**config.mk**
```make
export PLATFORM = sky130hd
export DESIGN_NAME = cpu_fetch_ctrl
export DESIGN_NICKNAME = d
export VERILOG_FILES = /design/src/rtl/cpu_fetch_ctrl.sv
export SDC_FILE = /design/constraint.sdc
export NUM_CORES = 1
export LEC_CHECK = 0
export BUFFER_PORTS_ARGS = -buffer_cell sky130_fd_sc_hd__buf_2
export CAP_MARGIN = 20
export CELL_PAD_IN_SITES_DETAIL_PLACEMENT = 2
export CELL_PAD_IN_SITES_GLOBAL_PLACEMENT = 2
export CORE_UTILIZATION = 29
export CTS_CLUSTER_DIAMETER = 150
export DETAILED_ROUTE_END_ITERATION = 6
export PLACE_DENSITY_LB_ADDON = 0.1
export RECOVER_POWER = 100
export SYNTH_ARGS = -nofsm -noshare
export SYNTH_HDL_FRONTEND = slang
export SYNTH_SLANG_ARGS = --single-unit
```
**constraint.sdc**
```tcl
create_clock -name clk -period 2.9 [get_ports clk]
set_input_delay 0.145 -clock clk [delete_from_list [all_inputs] [get_ports clk]]
set_output_delay 0.145 -clock clk [all_outputs]
set_load 0.1 [all_outputs]
```
**src/rtl/cpu_fetch_ctrl.sv**
```systemverilog
// ---------------------------------------------------------------------------
// cpu_fetch_ctrl
//
// Instruction-fetch sequencer. It drives the PC, owns the single port of the
// synchronous instruction RAM, and shares that port with an external program
// loader through a halt/grant handshake.
//
// f_pc/f_valid are registered together with the RAM read, so they describe
// the word appearing on the RAM read data in the same cycle.
//
// Ports:
//   clk, rst_n     clock, asynchronous active-low reset
//   stall          decode cannot accept; hold the current instruction
//   redirect_vld   execute redirects fetch this cycle
//   redirect_pc    redirect target (bits [1:0] ignored)
//   ld_req         loader requests the RAM (level, held for whole session)
//   ld_we          loader write strobe (effective only while ld_gnt=1)
//   ld_addr        loader word address
//   ld_wdata       loader write data
//   ld_gnt         loader currently owns the RAM
//   imem_addr      RAM word address (combinational)
//   imem_re        RAM read enable, data valid the following cycle
//   imem_we        RAM write enable
//   imem_wdata     RAM write data (loader data)
//   f_pc           PC of the instruction on RAM read data this cycle
//   f_valid        RAM read data holds a valid instruction for f_pc
// ---------------------------------------------------------------------------
module cpu_fetch_ctrl #(
  parameter logic [31:0] RESET_VECTOR         = 32'h0000_0000,
  parameter int          INSTR_MEM_ADDR_WIDTH = 10
) (
  input  logic                            clk,
  input  logic                            rst_n,
  input  logic                            stall,
  input  logic                            redirect_vld,
  input  logic [31:0]                     redirect_pc,
  input  logic                            ld_req,
  input  logic                            ld_we,
  input  logic [INSTR_MEM_ADDR_WIDTH-1:0] ld_addr,
  input  logic [31:0]                     ld_wdata,
  output logic                            ld_gnt,
  output logic [INSTR_MEM_ADDR_WIDTH-1:0] imem_addr,
  output logic                            imem_re,
  output logic                            imem_we,
  output logic [31:0]                     imem_wdata,
  output logic [31:0]                     f_pc,
  output logic                            f_valid
);

  localparam int W = INSTR_MEM_ADDR_WIDTH;

  localparam logic [1:0] ST_BOOT = 2'd0;
  localparam logic [1:0] ST_RUN  = 2'd1;
  localparam logic [1:0] ST_HALT = 2'd2;

  logic [1:0]  state, state_nxt;
  logic [31:0] pc, pc_nxt;
  logic [31:0] f_pc_nxt;
  logic        f_valid_nxt;
  logic [31:0] redirect_aligned;

  assign redirect_aligned = redirect_pc & ~32'h3;

  // Grant and write enable are decoded from the registered state, so reset
  // forces both low immediately, even in the middle of a loader session.
  assign ld_gnt     = (state == ST_HALT);
  assign imem_wdata = ld_wdata;

  // Next-state and RAM port control. In RUN the priority is
  // loader > redirect > stall > sequential; a redirect arriving together with
  // a loader request is dropped because the loader session restarts from the
  // reset vector anyway.
  always_comb begin
    state_nxt   = state;
    pc_nxt      = pc;
    f_pc_nxt    = f_pc;
    f_valid_nxt = f_valid;
    imem_addr   = pc[W+1:2];
    imem_re     = 1'b0;
    imem_we     = 1'b0;

    case (state)
      ST_BOOT: begin
        state_nxt = ST_RUN;
      end

      ST_RUN: begin
        if (ld_req) begin
          state_nxt   = ST_HALT;
          f_valid_nxt = 1'b0;
        end else if (redirect_vld) begin
          // Read the target now so the new path arrives with zero bubbles.
          imem_addr   = redirect_pc[W+1:2];
          imem_re     = 1'b1;
          f_pc_nxt    = redirect_aligned;
          f_valid_nxt = 1'b1;
          pc_nxt      = redirect_aligned + 32'd4;
        end else if (stall) begin
          // Re-read the held word so the RAM output stays stable for decode.
          if (f_valid) begin
            imem_addr = f_pc[W+1:2];
            imem_re   = 1'b1;
          end
        end else begin
          imem_re     = 1'b1;
          f_pc_nxt    = pc;
          f_valid_nxt = 1'b1;
          pc_nxt      = pc + 32'd4;
        end
      end

      ST_HALT: begin
        imem_addr   = ld_addr;
        imem_we     = ld_we;
        f_valid_nxt = 1'b0;
        if (!ld_req) begin
          state_nxt = ST_RUN;
          pc_nxt    = RESET_VECTOR;
        end
      end

      default: begin
        state_nxt   = ST_BOOT;
        f_valid_nxt = 1'b0;
      end
    endcase
  end

  // State registers.
  always_ff @(posedge clk or negedge rst_n) begin
    if (!rst_n) begin
      state   <= ST_BOOT;
      pc      <= RESET_VECTOR;
      f_pc    <= 32'h0;
      f_valid <= 1'b0;
    end else begin
      state   <= state_nxt;
      pc      <= pc_nxt;
      f_pc    <= f_pc_nxt;
      f_valid <= f_valid_nxt;
    end
  end

endmodule

```
==> metrics <==
result of the run finished, final reports clean; Area contributors post-synth sky130_fd_sc_hd__dfrtp_1 (35%), sky130_fd_sc_hd__buf_4 (6.2%), sky130_fd_sc_hd__a21oi_1 (5.9%); clk sinks 63; highest ir drop seen on vdd 0.6046 mV; vias per cell 5.518; clock skew after layout roughly 0.0072 ns; number of setup buffers added after CTS 0; overall track demand over capacity in global routing between 20% and 30%; Worst R2R Start pc[2]; total wirelength of the detailed-routed design 16.24 mm; total die area 0.01592 mm²; TritonCTS buffer count 9; antenna violations before repair 0; area of the mapped netlist 0.004472 mm²; HPWL after detailed placement between 10 and 15 mm; vias in the first global route ~4,700; Crit Reg-Reg Endpoint pc[22]; critical path peak fanout 19; number of ports placed on the die boundary 158; gate count after technology mapping around 530; starting density of the core 29.52%; sequential area share after synthesis 35.25%; Port Buf Inserts 89; leakage 2.110 nW; count of distinct cell types in the synthesized netlist between 50 and 60; post-layout instance count excluding filler cells 774; Critical path buffers and inverters 1; CP top delay family compound AO/OA/AOI/OAI gates; FF/Latch Area 0.001577 mm²; fmax 375.1 MHz; critical-path cell with the highest stage delay sky130_fd_sc_hd__nand2_1; GR Overflow Total 0; minimum period implied by the final worst setup slack 2.666 ns; clock tree from TritonCTS built; number of warnings issued by yosys 0; number of hold violations in the final report 0; drc violations 0; list of cells traversed by the critical path nand2_1 -> o31a_1 -> o21ai_0 -> o2bb2ai_1 -> a21oi_4 -> clkbuf_2; sequential power share 22.6%; clk_lat worst skew 0.34 ns; deepest clock path buffer count 2; area taken by multi-input logic gates 0.002557 mm²; Post-Syn Area per Cell about 8.4 µm²; switching power of the nets 0.004516 W; synth-to-layout area growth 16.79%; Core Util, Final 34.48%; count of antenna diodes in the layout 0; filler instances 1,716; Crit path largest cell delay 0.47 ns; number of H-tree levels 3; FF-to-FF setup slack 0.31 ns; number of rows in the core area 45; internal power summed over all cells 0.002726 W; worst hold endpoint f_pc[22]; share of the cycle needed by the critical path after routing 91.92%; Core Footprint 0.01515 mm²; final RePlAce weighted congestion 0.7923; worst slew pin tran 1.463 ns; final-stage net count 667; type of the tightest min-delay check in -> reg; total power divided by cell area 1387 mW/mm²; startpoint-to-endpoint class of the critical path reg -> out; die span in x 126.2 µm; cell with the most instances after synthesis sky130_fd_sc_hd__dfrtp_1; cell type with the highest aggregate area in the netlist sky130_fd_sc_hd__dfrtp_1; clock-pin transition on the worst setup and hold timing paths 0.06 ns; worst reg2reg path depth 9; fraction of layout cells with a size suffix above 1 between 15 and 20%; Yosys top cell area share a little over a third; number of enable-type register cells in the synthesized netlist 0; global-route wire length before repair 26.15 mm; Final Max Slew Viols 0; crit start category register; worst slew slack as a fraction of its limit under 10%; number of synthesized register bits 63; average wire per standard cell around 21 µm; Die Span Y 126.2 µm; startpoint of the lowest-slack hold path redirect_pc[22]; WHS Path Cells 3; Clk network pwr share between 10% and 20%; FFs w/ async S/R, synth 100.0%; Synth Flop Type sky130_fd_sc_hd__dfrtp_1; number of search-and-repair iterations in the first detailed-routing pass 5; pin count of the biggest net entering global routing 58; cell at the root of the clock tree sky130_fd_sc_hd__clkbuf_16; data arrival time of the worst path 2.52 ns; number of DRC markers in iteration 0 228; DRT antenna net count 0; RSZ-0062 raised after global routing no; leading cell types by count after synthesis sky130_fd_sc_hd__dfrtp_1 (63), sky130_fd_sc_hd__nand2_1 (61), sky130_fd_sc_hd__a21oi_1 (53), sky130_fd_sc_hd__nor2_1 (39), sky130_fd_sc_hd__o21ai_0 (39); endpoint kind of the worst setup timing path output port; via count of the routed design approximately 4,300; worst path required time between 2 and 3 ns; total placed cells including tap cells 758; switching fraction of total power 62.36%; count of endpoints failing setup in the final report 0; reported max-cap violation count 0; combinational fraction of design power 62.9%
-- power groups by stage --
stage	logic, W	registers [W]	clock network (W)
2_1_floorplan	0.00243	0.00312	0
3_3_place_gp	0.00459	0.00162	0
3_5_place_dp	0.00468	0.00164	0
4_1_cts	0.00470	0.00163	0.00109
5_1_grt	0.00482	0.00170	0.00111
6_report	0.00455	0.00163	0.00105
-- flip-flops by register name, summed over array words and instances (netlist names) --
name	count
state	2
pc	30
f_valid	1
f_pc	30
-- worst max path at each step --
stage,cells past startpoint,from,end
after floorplan,6,state[0],imem_addr[0]
after global placement,9,pc[2],pc[22]
after detailed placement,8,pc[2],pc[26]
after CTS,5,state[1],imem_addr[5]
after global routing,6,f_valid,imem_addr[2]
final,6,f_valid,imem_addr[8]
-- area by class of cell --
| type | instances | share of cell area [%] |
|---|---|---|
| clock buffers | 12 | 5.103 |
| clock inverters | 3 | 0.3354 |
| inverters | 11 | 0.7906 |
| multi-input cells | 394 | 48.97 |
| flip-flops and latches | 63 | 30.19 |
| well taps | 188 | 4.504 |
| repair buffers | 103 | 10.11 |
-- kinds of logic after synthesis --
kind of cell	Yosys count	synth area share (%)
mux	24	5.568
buf+inv	77	9.905
simple gates	188	21.40
compound gates	161	23.64
xor+xnor	14	2.742
fa+ha+maj	5	1.399
flops	63	35.25
other cells	1	0.08386
-- placed cells by master (no fill, tap or decap), types with 4 or more instances in the layout --
| cell type | instances |
|---|---|
| sky130_fd_sc_hd__a21boi_0 | 4 |
| sky130_fd_sc_hd__a21oi_1 | 44 |
| sky130_fd_sc_hd__a21oi_4 | 8 |
| sky130_fd_sc_hd__a22oi_1 | 6 |
| sky130_fd_sc_hd__a31oi_1 | 4 |
| sky130_fd_sc_hd__a32o_1 | 12 |
| sky130_fd_sc_hd__and3_1 | 4 |
| sky130_fd_sc_hd__buf_2 | 43 |
| sky130_fd_sc_hd__buf_4 | 4 |
| sky130_fd_sc_hd__clkbuf_1 | 38 |
| sky130_fd_sc_hd__clkbuf_16 | 9 |
| sky130_fd_sc_hd__clkbuf_2 | 14 |
| sky130_fd_sc_hd__dfrtp_1 | 63 |
| sky130_fd_sc_hd__ha_1 | 5 |
| sky130_fd_sc_hd__inv_1 | 11 |
| sky130_fd_sc_hd__mux2_2 | 6 |
| sky130_fd_sc_hd__mux2i_1 | 17 |
| sky130_fd_sc_hd__nand2_1 | 61 |
| sky130_fd_sc_hd__nand2b_1 | 12 |
| sky130_fd_sc_hd__nand3_1 | 19 |
| sky130_fd_sc_hd__nand3b_1 | 11 |
| sky130_fd_sc_hd__nand4_1 | 15 |
| sky130_fd_sc_hd__nand4b_1 | 4 |
| sky130_fd_sc_hd__nor2_1 | 39 |
| sky130_fd_sc_hd__o21ai_0 | 39 |
| sky130_fd_sc_hd__o2bb2ai_1 | 9 |
| sky130_fd_sc_hd__o31a_1 | 9 |
| sky130_fd_sc_hd__o31ai_1 | 8 |
| sky130_fd_sc_hd__or3_1 | 5 |
| sky130_fd_sc_hd__or4_1 | 4 |
| sky130_fd_sc_hd__xnor2_1 | 8 |
| sky130_fd_sc_hd__xor2_1 | 6 |
-- worst reg2reg max path, stage by stage (launching register included) --
cell and delay (ns):
sky130_fd_sc_hd__dfrtp_1 0.41, sky130_fd_sc_hd__inv_1 0.06, sky130_fd_sc_hd__o21ai_0 0.28, sky130_fd_sc_hd__ha_1 0.29
sky130_fd_sc_hd__nand4_1 0.20, sky130_fd_sc_hd__a21oi_4 0.25, sky130_fd_sc_hd__nand4_2 0.18, sky130_fd_sc_hd__clkbuf_1 0.22
sky130_fd_sc_hd__or4_1 0.42, sky130_fd_sc_hd__a32oi_1 0.21
-- routing by layer --
metal	GRT usage [%]	wire (µm)	vias up
li1	-	-	2004
met1	27.29	7601	2154
met2	36.50	7930	102
met3	3.866	567	11
met4	5.882	141	0
met5	0	0	-
-- metrics by stage --
stage / setup TNS (ns) / hold WS (ns) / total power, W / worst slack, ns / instance area, µm²
after floorplan: -0.06998 / -0.1506 / 0.005549 / -0.06998 / 4581
after global placement: 0 / 0.1821 / 0.006208 / 0.4341 / 5016
after detailed placement: 0 / 0.1898 / 0.006326 / 0.3206 / 5016
after CTS: 0 / 0.1445 / 0.007427 / 0.2258 / 5310
after global routing: 0 / 0.1759 / 0.007625 / 0.06513 / 5223
final: 0 / 0.1621 / 0.007242 / 0.2342 / 5223
-- what timing repair did --
item / CTS / global route
endpoints found under the hold margin: 19 / 0
resized for setup: 0 / 0
hold buffers: 1 / 0
No activity file was read; power rests on OpenSTA's default activity.
